==> config.mk <==
export PLATFORM = sky130hd
export DESIGN_NAME = hazard_ctrl
export DESIGN_NICKNAME = d
export VERILOG_FILES = /design/src/rtl/hazard_ctrl.sv
export SDC_FILE = /design/constraint.sdc
export NUM_CORES = 1
export LEC_CHECK = 0
export ABC_AREA = 1
export CAP_MARGIN = 10
export CORE_ASPECT_RATIO = 0.5
export CORE_MARGIN = 3
export CORE_UTILIZATION = 55
export CTS_BUF_LIST = sky130_fd_sc_hd__clkbuf_4
export DETAILED_ROUTE_END_ITERATION = 7
export HOLD_SLACK_MARGIN = 0.1
export PLACE_DENSITY = 0.81
export SLEW_MARGIN = 25
export SYNTH_ARGS = -nofsm -noshare
export SYNTH_HDL_FRONTEND = slang
export SYNTH_SLANG_ARGS = --single-unit
==> constraint.sdc <==
create_clock -name clk -period 2.08 [get_ports clk]
set_input_delay 0.208 -clock clk [delete_from_list [all_inputs] [get_ports clk]]
set_output_delay 0.208 -clock clk [all_outputs]
set_load 0.005 [all_outputs]
==> src/rtl/hazard_ctrl.sv <==
// Issue/hazard controller between decode and execute.
// Tracks per-register result latency, stalls decode on RAW hazards,
// serialises control-flow ops and flushes the front end on a taken branch.
module hazard_ctrl #(
  parameter int unsigned NREG    = 32,
  parameter int unsigned ALU_LAT = 1,
  parameter int unsigned LD_LAT  = 3,
  parameter int unsigned CNT_W   = 2
) (
  input  logic                    clk,
  input  logic                    rst,
  input  logic                    D_valid,
  input  logic [$clog2(NREG)-1:0] D_ra,
  input  logic [$clog2(NREG)-1:0] D_rb,
  input  logic [$clog2(NREG)-1:0] D_rd,
  input  logic                    D_we,
  input  logic                    D_ld,
  input  logic                    D_addi,
  input  logic                    D_brn,
  input  logic                    E_brn_res,
  input  logic                    E_brn_taken,
  output logic                    stall,
  output logic                    issue,
  output logic                    D_kill,
  output logic                    F_flush,
  output logic [NREG-1:0]         sb_busy,
  output logic                    proto_err
);

  localparam logic [CNT_W-1:0] LD_CNT  = CNT_W'(LD_LAT - 1);
  localparam logic [CNT_W-1:0] ALU_CNT = CNT_W'(ALU_LAT - 1);

  typedef enum logic [1:0] {
    RUN     = 2'd0,
    BR_WAIT = 2'd1,
    FLUSH   = 2'd2
  } state_t;

  state_t           state_q, state_d;
  logic             proto_err_q, proto_err_d;
  logic [CNT_W-1:0] cnt_q [NREG];
  logic [CNT_W-1:0] cnt_d [NREG];

  logic             rb_used;
  logic             haz;

  // Hazard detection from the scoreboard; r0 is never tracked so it never hazards
  always_comb begin
    rb_used = ~(D_addi | D_ld);
    haz     = D_valid & ((cnt_q[D_ra] != '0) | (rb_used & (cnt_q[D_rb] != '0)));
  end

  // FSM next state and issue/stall/kill outputs; everything held low during reset
  always_comb begin
    state_d     = state_q;
    proto_err_d = proto_err_q;
    stall       = 1'b0;
    issue       = 1'b0;
    D_kill      = 1'b0;
    F_flush     = 1'b0;
    if (!rst) begin
      unique case (state_q)
        RUN: begin
          stall  = haz;
          issue  = D_valid & ~haz;
          D_kill = D_valid & haz;
          if (D_valid & ~haz & D_brn) state_d = BR_WAIT;
          if (E_brn_res) proto_err_d = 1'b1;
        end
        BR_WAIT: begin
          stall  = 1'b1;
          D_kill = 1'b1;
          if (E_brn_res) state_d = E_brn_taken ? FLUSH : RUN;
        end
        FLUSH: begin
          F_flush = 1'b1;
          D_kill  = 1'b1;
          state_d = RUN;
          if (E_brn_res) proto_err_d = 1'b1;
        end
        default: state_d = RUN;
      endcase
    end
  end

  // Scoreboard update: age every live entry, then a new writer overrides its own entry
  always_comb begin
    for (int unsigned i = 0; i < NREG; i++) begin
      cnt_d[i] = (cnt_q[i] != '0) ? cnt_q[i] - CNT_W'(1) : '0;
    end
    if (issue & D_we & (D_rd != '0)) begin
      cnt_d[D_rd] = D_ld ? LD_CNT : ALU_CNT;
    end
    cnt_d[0] = '0;
  end

  // Busy vector and sticky protocol error, both suppressed while in reset
  always_comb begin
    for (int unsigned i = 0; i < NREG; i++) begin
      sb_busy[i] = ~rst & (cnt_q[i] != '0);
    end
    proto_err = ~rst & proto_err_q;
  end

  // State, protocol-error and scoreboard registers
  always_ff @(posedge clk) begin
    if (rst) begin
      state_q     <= RUN;
      proto_err_q <= 1'b0;
      for (int unsigned i = 0; i < NREG; i++) cnt_q[i] <= '0;
    end else begin
      state_q     <= state_d;
      proto_err_q <= proto_err_d;
      for (int unsigned i = 0; i < NREG; i++) cnt_q[i] <= cnt_d[i];
    end
  end

endmodule
==> run_results.csv, run 1 <==
group,metric,value,unit
floorplanning,fp.dieW,129,um
run_status,stop_stage,"global routing (5_1_grt)",
floorplanning,rows,21,
synthesis,synthTopCellsByArea,"dfxtp_1 32%, nor2_1 17%, nand2_1 15%, nand3_1 6.3%, o21bai_1 5.1%",
synthesis,yosysWarningCount,0,
placement,place_inst,913,
synthesis,ys_ff_latch,65,
synthesis,synth_cells,688,
run_status,error,"[ERROR GRT-0232] Routing congestion too high. Check the congestion heatmap in the GUI.",
clocking,cts_root_buffer,"clkbuf_4",
synthesis,ys_seq_area_share,31.5,%
synthesis,syn_area_per_cell,6.00,um2
clocking,htree_levels,3,
synthesis,ys_types,27,
run_status,outcome,"aborted with a tool error",
floorplanning,ioPinCount,61,
synthesis,synth_area,4130,um2
clocking,clockBufferDepth,2,
global_route,grt_overflow,244,
floorplanning,initial_core_util,59.3,%
synthesis,yosysTopAreaCellShare,31.5,%
placement,place_congestion,0.960,
clocking,cts_buffers,9,
global_route,grt_max_degree,49,
placement,port-buffer-count,59,
synthesis,syn_nets,717,
placement,hpwl,9890,um
global_route,grt_usage,84.5,%
sta,worstEndpointType,"output port",
global_route,grt_antenna_before_repair,2,
sta,grt-worst-endpoint,"D_kill",
floorplanning,die-height,67.3,um
clocking,clkSinkCount,65,
synthesis,yosys.area.top_type,"dfxtp_1",
[through the flow]
| step | area (um2) | setup WS (ns) | hold slack, ns |
|---|---|---|---|
| floorplan | 4130 | 0.294 | 0.365 |
| global placement | 5510 | -0.538 | 0.434 |
| detailed placement | 5510 | -0.541 | 0.446 |
| CTS | 5980 | -0.149 | 0.123 |
[cell usage after synthesis (all sizes together)]
cell / n
a21oi: 39
a31oi: 26
and3: 4
buf: 13
clkbuf: 16
conb: 1
dfxtp: 65
ha: 5
inv: 39
nand2: 169
nand3: 54
nand3b: 1
nand4: 3
nor2: 187
nor3: 3
o21ai: 33
o21bai: 28
or2: 2
[cells by family after synthesis]
kind of cell	share of synthesized area [%]
buffers and inverters	7.12
DFF	31.5
AOI/OAI and AO/OA	17.8
and+or+nand+nor	42.0
adders and majority gates	1.51
other	0.0908
[layer usage]
layer | track usage [%] | overflow
met4 | 91.4 | 68
met3 | 73.2 | 7
met5 | 45.9 | 1
met1 | 76.9 | 9
met2 | 105 | 159
[timing repair]
action / CTS
pin swaps: 35
endpoints found under the setup margin: 35
cloned: 3
endpoints found under the hold margin: 2
hold buffers: 1
setup buffers: 16
resized for setup: 93
==> run 2, diff against run 1 <==
--- a/config.mk
+++ b/config.mk
@@ -7,13 +7,10 @@
 export LEC_CHECK = 0
 export ABC_AREA = 1
 export CAP_MARGIN = 10
-export CORE_ASPECT_RATIO = 0.5
 export CORE_MARGIN = 3
-export CORE_UTILIZATION = 55
-export CTS_BUF_LIST = sky130_fd_sc_hd__clkbuf_4
+export CORE_UTILIZATION = 40
 export DETAILED_ROUTE_END_ITERATION = 7
-export HOLD_SLACK_MARGIN = 0.1
-export PLACE_DENSITY = 0.81
+export PLACE_DENSITY_LB_ADDON = 0.15
 export SLEW_MARGIN = 25
 export SYNTH_ARGS = -nofsm -noshare
 export SYNTH_HDL_FRONTEND = slang
==> run 2 against run 1 <==
  * The flow now finishes, with violations (negative setup slack)
  * Area after synthesis is the same
  * Synthesized cell count stayed put
==> run_results.csv, run 2 <==
group,metric,value,unit
clocking,clk_pin_slew,0.08,ns
final_layout,largest-register,"cnt_q",
placement,pre_cts_slack,-0.554,ns
sta,fin_setup_tns,-0.681,ns
clocking,clockBufferDepth,2,
power,leakagePower,2.92,nW
worst_hold_path,hold_path_class,"primary input to register",
final_layout,final_layout_size_suffix_gt1_share,34.4,%
synthesis,ys_seq_area_share,31.5,%
floorplanning,die-height,108,um
route,drc,0,
sta,period_share,103,%
global_route,grt_max_degree,56,
floorplanning,fp.dieW,108,um
placement,place_inst,982,
synthesis,synth_cells,688,
power,vdd_drop_max,0.369,mV
worst_setup_path,path_cells,"nor2_1, buf_4, a21oi_2, nand4_1, nand3_1, nand2_1, nand2_1, nand2_2, nand2_2, a31oi_1, nor3_1, buf_2",
final_layout,diodes,0,
synthesis,async_reset_ff_share,0,%
synthesis,synth_edf_count,0,
final_layout,fin_area,6870,um2
final_layout,mostFrequentLayoutCells,"158 x nand2_1, 153 x nor2_1, 124 x buf_4",
sta,setup_viol,27,
final_layout,syn_to_final_growth,66.4,%
sta,worst_hold_slack,0.141,ns
sta,worst_pin_slew,0.673,ns
synthesis,ys_types,27,
synthesis,muxShareOfSynthArea,0,%
sta,timing.final.ws_setup,-0.0625,ns
global_route,grt_antenna_before_repair,0,
run_status,outcome,"complete, but fails checks",
sta,fmax,467,MHz
synthesis,yosys.area.top_type,"dfxtp_1",
final_layout,largest_reg_flops,62,
clocking,clkSinkCount,65,
route,viasPerCell,5.34,
power,powerDensity,513,nW/um2
worst_setup_path,required,1.87,ns
worst_setup_path,cpPeakStageDelay,0.33,ns
synthesis,synthTopCellsByArea,"dfxtp_1 32%, nor2_1 17%, nand2_1 15%, nand3_1 6.3%, o21bai_1 5.1%",
placement,place_congestion,0.961,
run_status,violations,"negative setup slack",
floorplanning,dieArea,11600,um2
synthesis,ys.flop_type,"dfxtp_1",
synthesis,yosysTopAreaCellShare,31.5,%
sta,finalHoldViolations,0,
clocking,cts_root_buffer,"clkbuf_8",
synthesis,syn_area_per_cell,6.00,um2
clocking,holdBufCountCts,0,
worst_setup_path,crit_path_start_kind,"register",
worst_setup_path,cp-end-kind,"output port",
worst_setup_path,slowest_stage,"dfxtp_2",
final_layout,fin_cells,1018,
floorplanning,rows,36,
synthesis,ys_ff_latch,65,
sta,clock_skew,0.0152,ns
clocking,clk_latency,0.36,ns
sta,rsz0062_at_grt,"yes",
clocking,htree_levels,3,
synthesis,synthSimpleGateAreaFrac,42.0,%
final_layout,final_common_cell,"nand2_1",
job,maxCapViolCount,0,
clocking,cts_buffers,9,
route,finalWirelength,17200,um
final_layout,fillers,835,
route,ant_nets,0,
global_route,grt_usage,27.2,%
placement,placed_area,5770,um2
synthesis,synth_top_family_by_area,"simple AND/OR/NAND/NOR gates",
synthesis,synthAdderAreaFrac,1.51,%
synthesis,synthXorXnorAreaFrac,0,%
synthesis,synth_area,4130,um2
final_layout,largest_registers,"cnt_q x62, state_q x2, proto_err_q x1",
clocking,cts_tree,"built",
sta,period_minus_slack,2.14,ns
placement,hpwl,11200,um
synthesis,yosysWarningCount,0,
worst_setup_path,cp.arrival,1.93,ns
floorplanning,coreArea,9910,um2
route,firstDrtPassIters,5,
sta,slew_headroom,55.1,%
floorplanning,initial_core_util,41.7,%
placement,port-buffer-count,59,
sta,drv_slew,0,
global_route,grt_first_pass_wirelength,24900,um
global_route,grt_pass1_vias,5049,
route,avgRoutedWirePerCell,16.9,um
synthesis,synth_most_common_cell,"nor2_1",
synthesis,syn_nets,717,
route,via_count,5441,
synthesis,synth-compound-area-share,17.8,%
worst_setup_path,critPathKind,"register to output port",
floorplanning,ioPinCount,61,
worst_setup_path,path_max_fanout,3,
final_layout,nets,909,
route,drt_iter0_drc,449,
synthesis,synth_common_cells,"182 x nor2_1, 169 x nand2_1, 65 x dfxtp_1",
global_route,grt_overflow,0,
==> run 2: cell counts after synthesis <==
No cell type changed its count.
==> run 2: logic make-up (layout without fill, tap and decap cells) <==
kind of cell,after synthesis,in the layout
DFF,65,65
other,1,1
and+or+nand+nor,423,423
buffers and inverters,68,265
adders and majority gates,5,5
AOI/OAI and AO/OA,126,126
==> run 2: metrics by stage <==
step | util, % | power [mW]
after CTS | 61.7 | 3.37
final | 69.3 | 3.52
after floorplan | - | 1.72
after global routing | 69.3 | 3.67
after detailed placement | 58.2 | 1.99
after global placement | 58.2 | 1.98
==> run 2: worst max-delay path: cells and delay by family, from the launching register on <==
| kind | cells | cell delay (ns) |
|---|---|---|
| AO/OA/AOI/OAI | 2 | 0.21 |
| buffers and inverters | 2 | 0.29 |
| flip-flops | 1 | 0.33 |
| AND/OR/NAND/NOR | 8 | 0.75 |
==> run 2: final timing paths <==
| check | start | endpoint | slack, ns | depth (start not counted) |
|---|---|---|---|---|
| min | rst | proto_err_q$_SDFFE_PP0P_ | 0.14 | 2 |
| max reg2reg | cnt_q[8][0]$_SDFF_PP0_ | cnt_q[11][1]$_SDFF_PP0_ | -0.05 | 15 |
| min reg2reg | proto_err_q$_SDFFE_PP0P_ | proto_err_q$_SDFFE_PP0P_ | 0.46 | 2 |
| max | cnt_q[15][0]$_SDFF_PP0_ | D_kill | -0.06 | 12 |
==> run 2: final cells by class <==
cell class,instances,area [um2],area share [%]
Multi-Input combinational cell,555,3030,44.1
Timing Repair Buffer,210,1930,28.1
Sequential cell,65,1350,19.6
Tap cell,133,166,2.42
Inverter,39,146,2.13
Clock inverter,7,128,1.86
Clock buffer,9,124,1.80
==> run 2: report_power, final <==
| part | leakage [nW] | switching, mW | internal (mW) | total, mW |
|---|---|---|---|---|
| clock network | 0.126 | 0.580 | 0.811 | 1.39 |
| registers | 0.543 | 0.0238 | 1.27 | 1.29 |
| logic | 2.25 | 0.480 | 0.359 | 0.838 |
==> run 2: repair_timing <==
| item | in CTS | in global routing |
|---|---|---|
| pin swaps | 19 | 52 |
| setup endpoints to repair | 58 | 64 |
| resized for setup | 56 | 127 |
| setup buffers | 3 | 16 |
| cloned | 0 | 9 |
| endpoints found under the hold margin | 0 | 0 |
==> run 2: per-layer routing <==
metal / wire length, um / GRT usage [%] / vias up
met5: 0 / 0 / -
met4: 354 / 5.86 / 0
met3: 1330 / 4.32 / 40
met2: 8290 / 46.7 / 255
met1: 7180 / 36.1 / 2518
li1: - / - / 2628
Power figures use the tool's default switching activity.
